File: src/rtl/add_comp_sched_pkg.sv
// Shared types and widths for the two-requester adder-comparator scheduler.
package add_comp_sched_pkg;

  typedef enum logic [1:0] {
    IDLE = 2'd0,
    EXEC = 2'd1,
    RESP = 2'd2
  } state_e;

  localparam int OP_W  = 8;
  localparam int SUM_W = 9;
  localparam int NREQ  = 2;

  function automatic logic onehot3(input logic [2:0] f);
    return (f == 3'b001) || (f == 3'b010) || (f == 3'b100);
  endfunction

endpackage

File: src/rtl/rr_arb2.sv
// Two-input round-robin picker: on contention the requester that was not granted last wins.
module rr_arb2 (
  input  logic [1:0] req,
  input  logic       last,
  output logic [1:0] gnt,
  output logic       gnt_id
);

  // grant decode from request pattern and previous winner
  always_comb begin
    gnt    = 2'b00;
    gnt_id = 1'b0;
    case (req)
      2'b01: begin
        gnt    = 2'b01;
        gnt_id = 1'b0;
      end
      2'b10: begin
        gnt    = 2'b10;
        gnt_id = 1'b1;
      end
      2'b11: begin
        if (last) begin
          gnt    = 2'b01;
          gnt_id = 1'b0;
        end else begin
          gnt    = 2'b10;
          gnt_id = 1'b1;
        end
      end
      default: begin
        gnt    = 2'b00;
        gnt_id = 1'b0;
      end
    endcase
  end

endmodule

File: src/rtl/add_comp_sched.sv
// Round-robin scheduler sharing one combinational adder-comparator between two clients,
// with result consistency checking and completion statistics.
module add_comp_sched
  import add_comp_sched_pkg::*;
#(
  parameter int PV    = 50,
  parameter int CNT_W = 16
) (
  input  logic                 clk,
  input  logic                 rst_n,
  input  logic [1:0]           req_valid,
  output logic [1:0]           req_ready,
  input  logic [2*OP_W-1:0]    req_n1,
  input  logic [2*OP_W-1:0]    req_n2,
  output logic                 dp_en,
  output logic [OP_W-1:0]      dp_n1,
  output logic [OP_W-1:0]      dp_n2,
  input  logic [SUM_W-1:0]     dp_sum,
  input  logic                 dp_more,
  input  logic                 dp_less,
  input  logic                 dp_match,
  output logic                 rsp_valid,
  input  logic                 rsp_ready,
  output logic                 rsp_id,
  output logic [SUM_W-1:0]     rsp_sum,
  output logic                 rsp_more,
  output logic                 rsp_less,
  output logic                 rsp_match,
  output logic                 rsp_err,
  output logic                 err_sticky,
  output logic [CNT_W-1:0]     done_cnt,
  output logic [CNT_W-1:0]     match_cnt
);

  localparam logic [SUM_W-1:0] PV_S    = SUM_W'(PV);
  localparam logic [CNT_W-1:0] CNT_ONE = CNT_W'(1);

  state_e              state_q, state_d;
  logic                last_q, last_d;
  logic                id_q, id_d;
  logic [OP_W-1:0]     n1_q, n1_d, n2_q, n2_d;
  logic                rsp_id_q, rsp_id_d;
  logic [SUM_W-1:0]    rsp_sum_q, rsp_sum_d;
  logic [2:0]          rsp_flags_q, rsp_flags_d;
  logic                rsp_err_q, rsp_err_d;
  logic                err_sticky_q, err_sticky_d;
  logic [CNT_W-1:0]    done_cnt_q, done_cnt_d, match_cnt_q, match_cnt_d;

  logic [1:0]          gnt_s;
  logic                gnt_id_s;
  logic [SUM_W-1:0]    exp_sum_s;
  logic [2:0]          dp_flags_s, exp_flags_s;
  logic                chk_err_s;

  rr_arb2 u_arb (
    .req    (req_valid),
    .last   (last_q),
    .gnt    (gnt_s),
    .gnt_id (gnt_id_s)
  );

  // flags are ordered {more, less, match}
  assign exp_sum_s   = {1'b0, n1_q} + {1'b0, n2_q};
  assign dp_flags_s  = {dp_more, dp_less, dp_match};
  assign exp_flags_s = (dp_sum > PV_S) ? 3'b100 : ((dp_sum < PV_S) ? 3'b010 : 3'b001);
  assign chk_err_s   = (dp_sum != exp_sum_s) || !onehot3(dp_flags_s) ||
                       (dp_flags_s != exp_flags_s);

  // next-state and datapath latch logic
  always_comb begin
    state_d      = state_q;
    last_d       = last_q;
    id_d         = id_q;
    n1_d         = n1_q;
    n2_d         = n2_q;
    rsp_id_d     = rsp_id_q;
    rsp_sum_d    = rsp_sum_q;
    rsp_flags_d  = rsp_flags_q;
    rsp_err_d    = rsp_err_q;
    err_sticky_d = err_sticky_q;
    done_cnt_d   = done_cnt_q;
    match_cnt_d  = match_cnt_q;
    case (state_q)
      IDLE: begin
        if (gnt_s != 2'b00) begin
          state_d = EXEC;
          last_d  = gnt_id_s;
          id_d    = gnt_id_s;
          n1_d    = gnt_id_s ? req_n1[2*OP_W-1:OP_W] : req_n1[OP_W-1:0];
          n2_d    = gnt_id_s ? req_n2[2*OP_W-1:OP_W] : req_n2[OP_W-1:0];
        end else begin
          state_d = IDLE;
        end
      end
      EXEC: begin
        state_d      = RESP;
        rsp_id_d     = id_q;
        rsp_sum_d    = dp_sum;
        rsp_flags_d  = dp_flags_s;
        rsp_err_d    = chk_err_s;
        err_sticky_d = err_sticky_q | chk_err_s;
      end
      RESP: begin
        if (rsp_ready) begin
          state_d    = IDLE;
          done_cnt_d = done_cnt_q + CNT_ONE;
          if (rsp_flags_q[0]) begin
            match_cnt_d = match_cnt_q + CNT_ONE;
          end else begin
            match_cnt_d = match_cnt_q;
          end
        end else begin
          state_d = RESP;
        end
      end
      default: begin
        state_d = IDLE;
      end
    endcase
  end

  // state and result registers
  always_ff @(posedge clk or negedge rst_n) begin
    if (!rst_n) begin
      state_q      <= IDLE;
      last_q       <= 1'b1;
      id_q         <= 1'b0;
      n1_q         <= '0;
      n2_q         <= '0;
      rsp_id_q     <= 1'b0;
      rsp_sum_q    <= '0;
      rsp_flags_q  <= 3'b000;
      rsp_err_q    <= 1'b0;
      err_sticky_q <= 1'b0;
      done_cnt_q   <= '0;
      match_cnt_q  <= '0;
    end else begin
      state_q      <= state_d;
      last_q       <= last_d;
      id_q         <= id_d;
      n1_q         <= n1_d;
      n2_q         <= n2_d;
      rsp_id_q     <= rsp_id_d;
      rsp_sum_q    <= rsp_sum_d;
      rsp_flags_q  <= rsp_flags_d;
      rsp_err_q    <= rsp_err_d;
      err_sticky_q <= err_sticky_d;
      done_cnt_q   <= done_cnt_d;
      match_cnt_q  <= match_cnt_d;
    end
  end

  assign req_ready  = (state_q == IDLE) ? gnt_s : 2'b00;
  assign dp_en      = (state_q == EXEC);
  assign dp_n1      = n1_q;
  assign dp_n2      = n2_q;
  assign rsp_valid  = (state_q == RESP);
  assign rsp_id     = rsp_id_q;
  assign rsp_sum    = rsp_sum_q;
  assign rsp_more   = rsp_flags_q[2];
  assign rsp_less   = rsp_flags_q[1];
  assign rsp_match  = rsp_flags_q[0];
  assign rsp_err    = rsp_err_q;
  assign err_sticky = err_sticky_q;
  assign done_cnt   = done_cnt_q;
  assign match_cnt  = match_cnt_q;

endmodule

File: config.mk
export PLATFORM = sky130hd
export DESIGN_NAME = add_comp_sched
export DESIGN_NICKNAME = d
export VERILOG_FILES = /design/src/rtl/add_comp_sched_pkg.sv /design/src/rtl/rr_arb2.sv /design/src/rtl/add_comp_sched.sv
export SDC_FILE = /design/constraint.sdc
export NUM_CORES = 1
export LEC_CHECK = 0
export ABC_CLOCK_PERIOD_IN_PS = 2350
export CAP_MARGIN = 20
export CORE_MARGIN = 3
export CORE_UTILIZATION = 40
export DETAILED_ROUTE_END_ITERATION = 10
export GPL_ROUTABILITY_DRIVEN = 1
export PLACE_DENSITY = 0.72
export SETUP_SLACK_MARGIN = 0.4
export SLEW_MARGIN = 0
export SYNTH_ARGS = -nofsm -noshare
export SYNTH_HDL_FRONTEND = slang
export SYNTH_HIERARCHICAL = 1
export SYNTH_SLANG_ARGS = --single-unit
File: constraint.sdc
create_clock -name clk -period 2.35 [get_ports clk]
set_input_delay 0.235 -clock clk [delete_from_list [all_inputs] [get_ports clk]]
set_output_delay 0.235 -clock clk [all_outputs]
set_load 0.005 [all_outputs]
==> impl_metrics.csv <==
group,metric,value,unit
logic_synthesis,synth.net_count,394,
logic_synthesis,yosys.area.top_type,"dfrtp_1",
clock_network,insertion_delay,0.34,ns
global_routing,grt_max_degree,68,
floorplan,boundaryPins,116,
sta,tightest_slew,0.593,ns
logic_synthesis,netlist_instances,334,
route,drt_pass1_iterations,4,
pwr,ir_drop,502,uV
floorplan,start_util,42.3,%
global_routing,antenna_found_initial,0,
critical_path,cp-end-kind,"register",
critical_path,worstSetupStartpointType,"register",
route,drc,0,
logic_synthesis,ys_types,43,
critical_path,path_class,"register to register",
sta,finalHoldViolCount,0,
sta,post-route-period-util,102,%
clock_network,clock-sinks,67,
logic_synthesis,synth-seq-cells,67,
clock_network,root_buffer,"clkbuf_8",
sta,fmax,0.419,GHz
logic_synthesis,synth_area_leaders,"dfrtp_1, nand2_1, xnor2_1",
sta,final.min_clock_period,2.39,ns
floorplan,dieWidth,97.6,microns
logic_synthesis,yosysMostFrequentCell,"nand2_1",
layout,layout.nets,523,
route,vias,2842,
logic_synthesis,yosysSeqAreaShare,50.0,%
logic_synthesis,synth_edf_count,0,
hold_path,hold_path_class,"input port to asynchronous set/reset pin",
layout,drive_gt1_share,9.19,%
layout,fill_cells,695,
critical_path,path_cells,"ha_2 > fa_2 > xnor2_1 > nand3_1 > a211o_1 > or4_4 > nor4_4 > a21oi_1",
floorplan,rows,32,
route,wire_per_inst,13.9,microns
floorplan,coreArea,7930,sq um
critical_path,slowest_stage,"fa_2",
sta,clock-skew-final,0.00822,ns
clock_network,cts_tree,"built",
pwr,p_leak,2.25,nW
logic_synthesis,yosys_warnings,6,
critical_path,worstPathMaxFanout,2,
logic_synthesis,ys.flop_type,"dfrtp_1",
critical_path,path_delay_family,"adder cells",
sta,fin_tns_setup,-0.0616,ns
global_routing,first_global_vias,2827,
place,gp_congestion,0.800,
critical_path,worst_ep_arrival_time,2.61,ns
route,drt_wl_total,7.90,mm
clock_network,cts_buffers,9,
flow_run,drv_cap,0,
sta,rsz0062_at_grt,"yes",
place,portBuffers,115,
floorplan,die_h,97.6,microns
global_routing,grt.overflow.total,0,
clock_network,cts_htree_levels,3,
route,postRouteAntennaNets,0,
run_status,violations,"setup timing",
sta,setup_slack,-0.0355,ns
logic_synthesis,synth_commonest_cells,"nand2_1, dfrtp_1, xnor2_1, o21ai_0, mux2i_1",
sta,slew_violations,0,
sta,setup_viol,2,
clock_network,clk_pin_slew,0.08,ns
global_routing,grtUsageTotal,17.1,%
pwr,p_total,5.36,mW
sta,slew_headroom,60.4,%
layout,n_antenna_cell,0,
layout,area_delta_synth_final,47.6,%
critical_path,cp.required,2.57,ns
pwr,p_per_area,1080,nW/um^2
critical_path,critical-path-max-stage-delay,0.53,ns
logic_synthesis,synth.cell_area,3350,sq um
logic_synthesis,synth.avg_cell_area,10.0,sq um
run_status,status,"finished, violations left",
route,first_iter_violations,52,
logic_synthesis,synth_top_area_share,49.3,%
global_routing,grt_pass1_wl,13.3,mm
route,via_per_inst,4.99,
logic_synthesis,async_flop_share,100,%
critical_path,cp_num_buf_inv,0,
place,hpwl,6.06,mm
place,place_ws,-0.0172,ns
floorplan,fp.dieArea,9520,sq um
clock_network,clk_path_buf_depth,2,
power breakdown:
part           switching [mW]  internal [mW]  total [mW]
combinational            1.14           1.36        2.50
sequential              0.317           1.50        1.82
clock                   0.446          0.595        1.04
total                    1.90           3.46        5.36
per-layer routing:
layer	vias up	wire, microns	global-route usage, %
met5	-	0	0
met4	0	173	5.75
met3	14	662	6.75
met2	101	3720	28.1
met1	1326	3350	20.3
li1	1401	-	-
final cells by class:
cell class	instances	area, sq um	share of cell area, %
Sequential cell	67	1680	33.9
Multi-Input combinational cell	250	1650	33.3
Timing Repair Buffer	128	1260	25.4
Tap cell	102	128	2.58
Clock buffer	9	124	2.50
Clock inverter	7	91.3	1.85
Inverter	7	26.3	0.531
sequential cells by signal, indices dropped and copies added (netlist names):
signal / flops
dp_n1: 8
err_sticky: 1
last_q: 1
rsp_flags_q: 3
match_cnt: 16
state_q: 2
dp_n2: 8
rsp_sum: 9
id_q: 1
rsp_id: 1
done_cnt: 16
rsp_err: 1
per-stage QoR:
stage | utilization, % | instance area, sq um | std cells | hold WS (ns)
2_1_floorplan | - | 3370 | 334 | -0.0606
3_3_place_gp | 59.2 | 4690 | 551 | 0.280
3_5_place_dp | 59.2 | 4690 | 551 | 0.280
4_1_cts | 62.4 | 4940 | 570 | 0.464
5_1_grt | 62.4 | 4950 | 570 | 0.479
6_report | 62.4 | 4950 | 570 | 0.455
kinds of logic after synthesis:
family	after synthesis	share of synthesized area, %
XOR/XNOR	44	11.7
flip-flops	67	50.0
AND/OR/NAND/NOR	133	18.7
buffers and inverters	17	2.05
AO/OA/AOI/OAI	43	7.43
adder cells (fa/ha/maj)	11	4.33
multiplexers	19	5.75
layout by cell type (no fill, tap or decap), drive strengths merged, types with 3 or more instances in the layout:
master | netlist | layout
a21boi | 3 | 3
a21oi | 8 | 8
and3 | 6 | 6
buf | 4 | 13
clkbuf | 6 | 9
clkdlybuf4s50 | 0 | 112
clkinv | 0 | 3
dfrtp | 66 | 66
ha | 10 | 10
inv | 7 | 8
mux2i | 17 | 17
nand2 | 74 | 74
nand3 | 15 | 15
nand4 | 6 | 6
nor2 | 12 | 12
nor3 | 4 | 4
nor4 | 3 | 3
o21ai | 22 | 22
xnor2 | 30 | 30
xor2 | 14 | 14
worst min-delay path, stage by stage:
cell,delay (ns)
dlygate4sd3_1,0.53
buf_2,0.12
buf_12,0.30
worst paths after layout:
path	from	endpoint	slack [ns]	depth (start not counted)
worst max-delay path	dp_n2[0]	err_sticky	-0.04	8
worst min-delay path	rst_n	done_cnt[7]	0.46	3
worst max register to register	dp_n2[0]	err_sticky	-0.04	8
worst min register to register	done_cnt[15]	done_cnt[15]	0.47	1
max in group asynchronous	rst_n	last_q	1.56	3
min in group clk	done_cnt[15]	done_cnt[15]	0.47	1
what timing repair did:
action                                 in CTS  in global routing
hold buffers                                1                  0
setup endpoints to repair                  22                  4
pin swaps                                   1                  0
resized for setup                           5                  1
endpoints found under the hold margin      66                  0
setup buffers                               2                  0
Power figures use the tool's default switching activity.
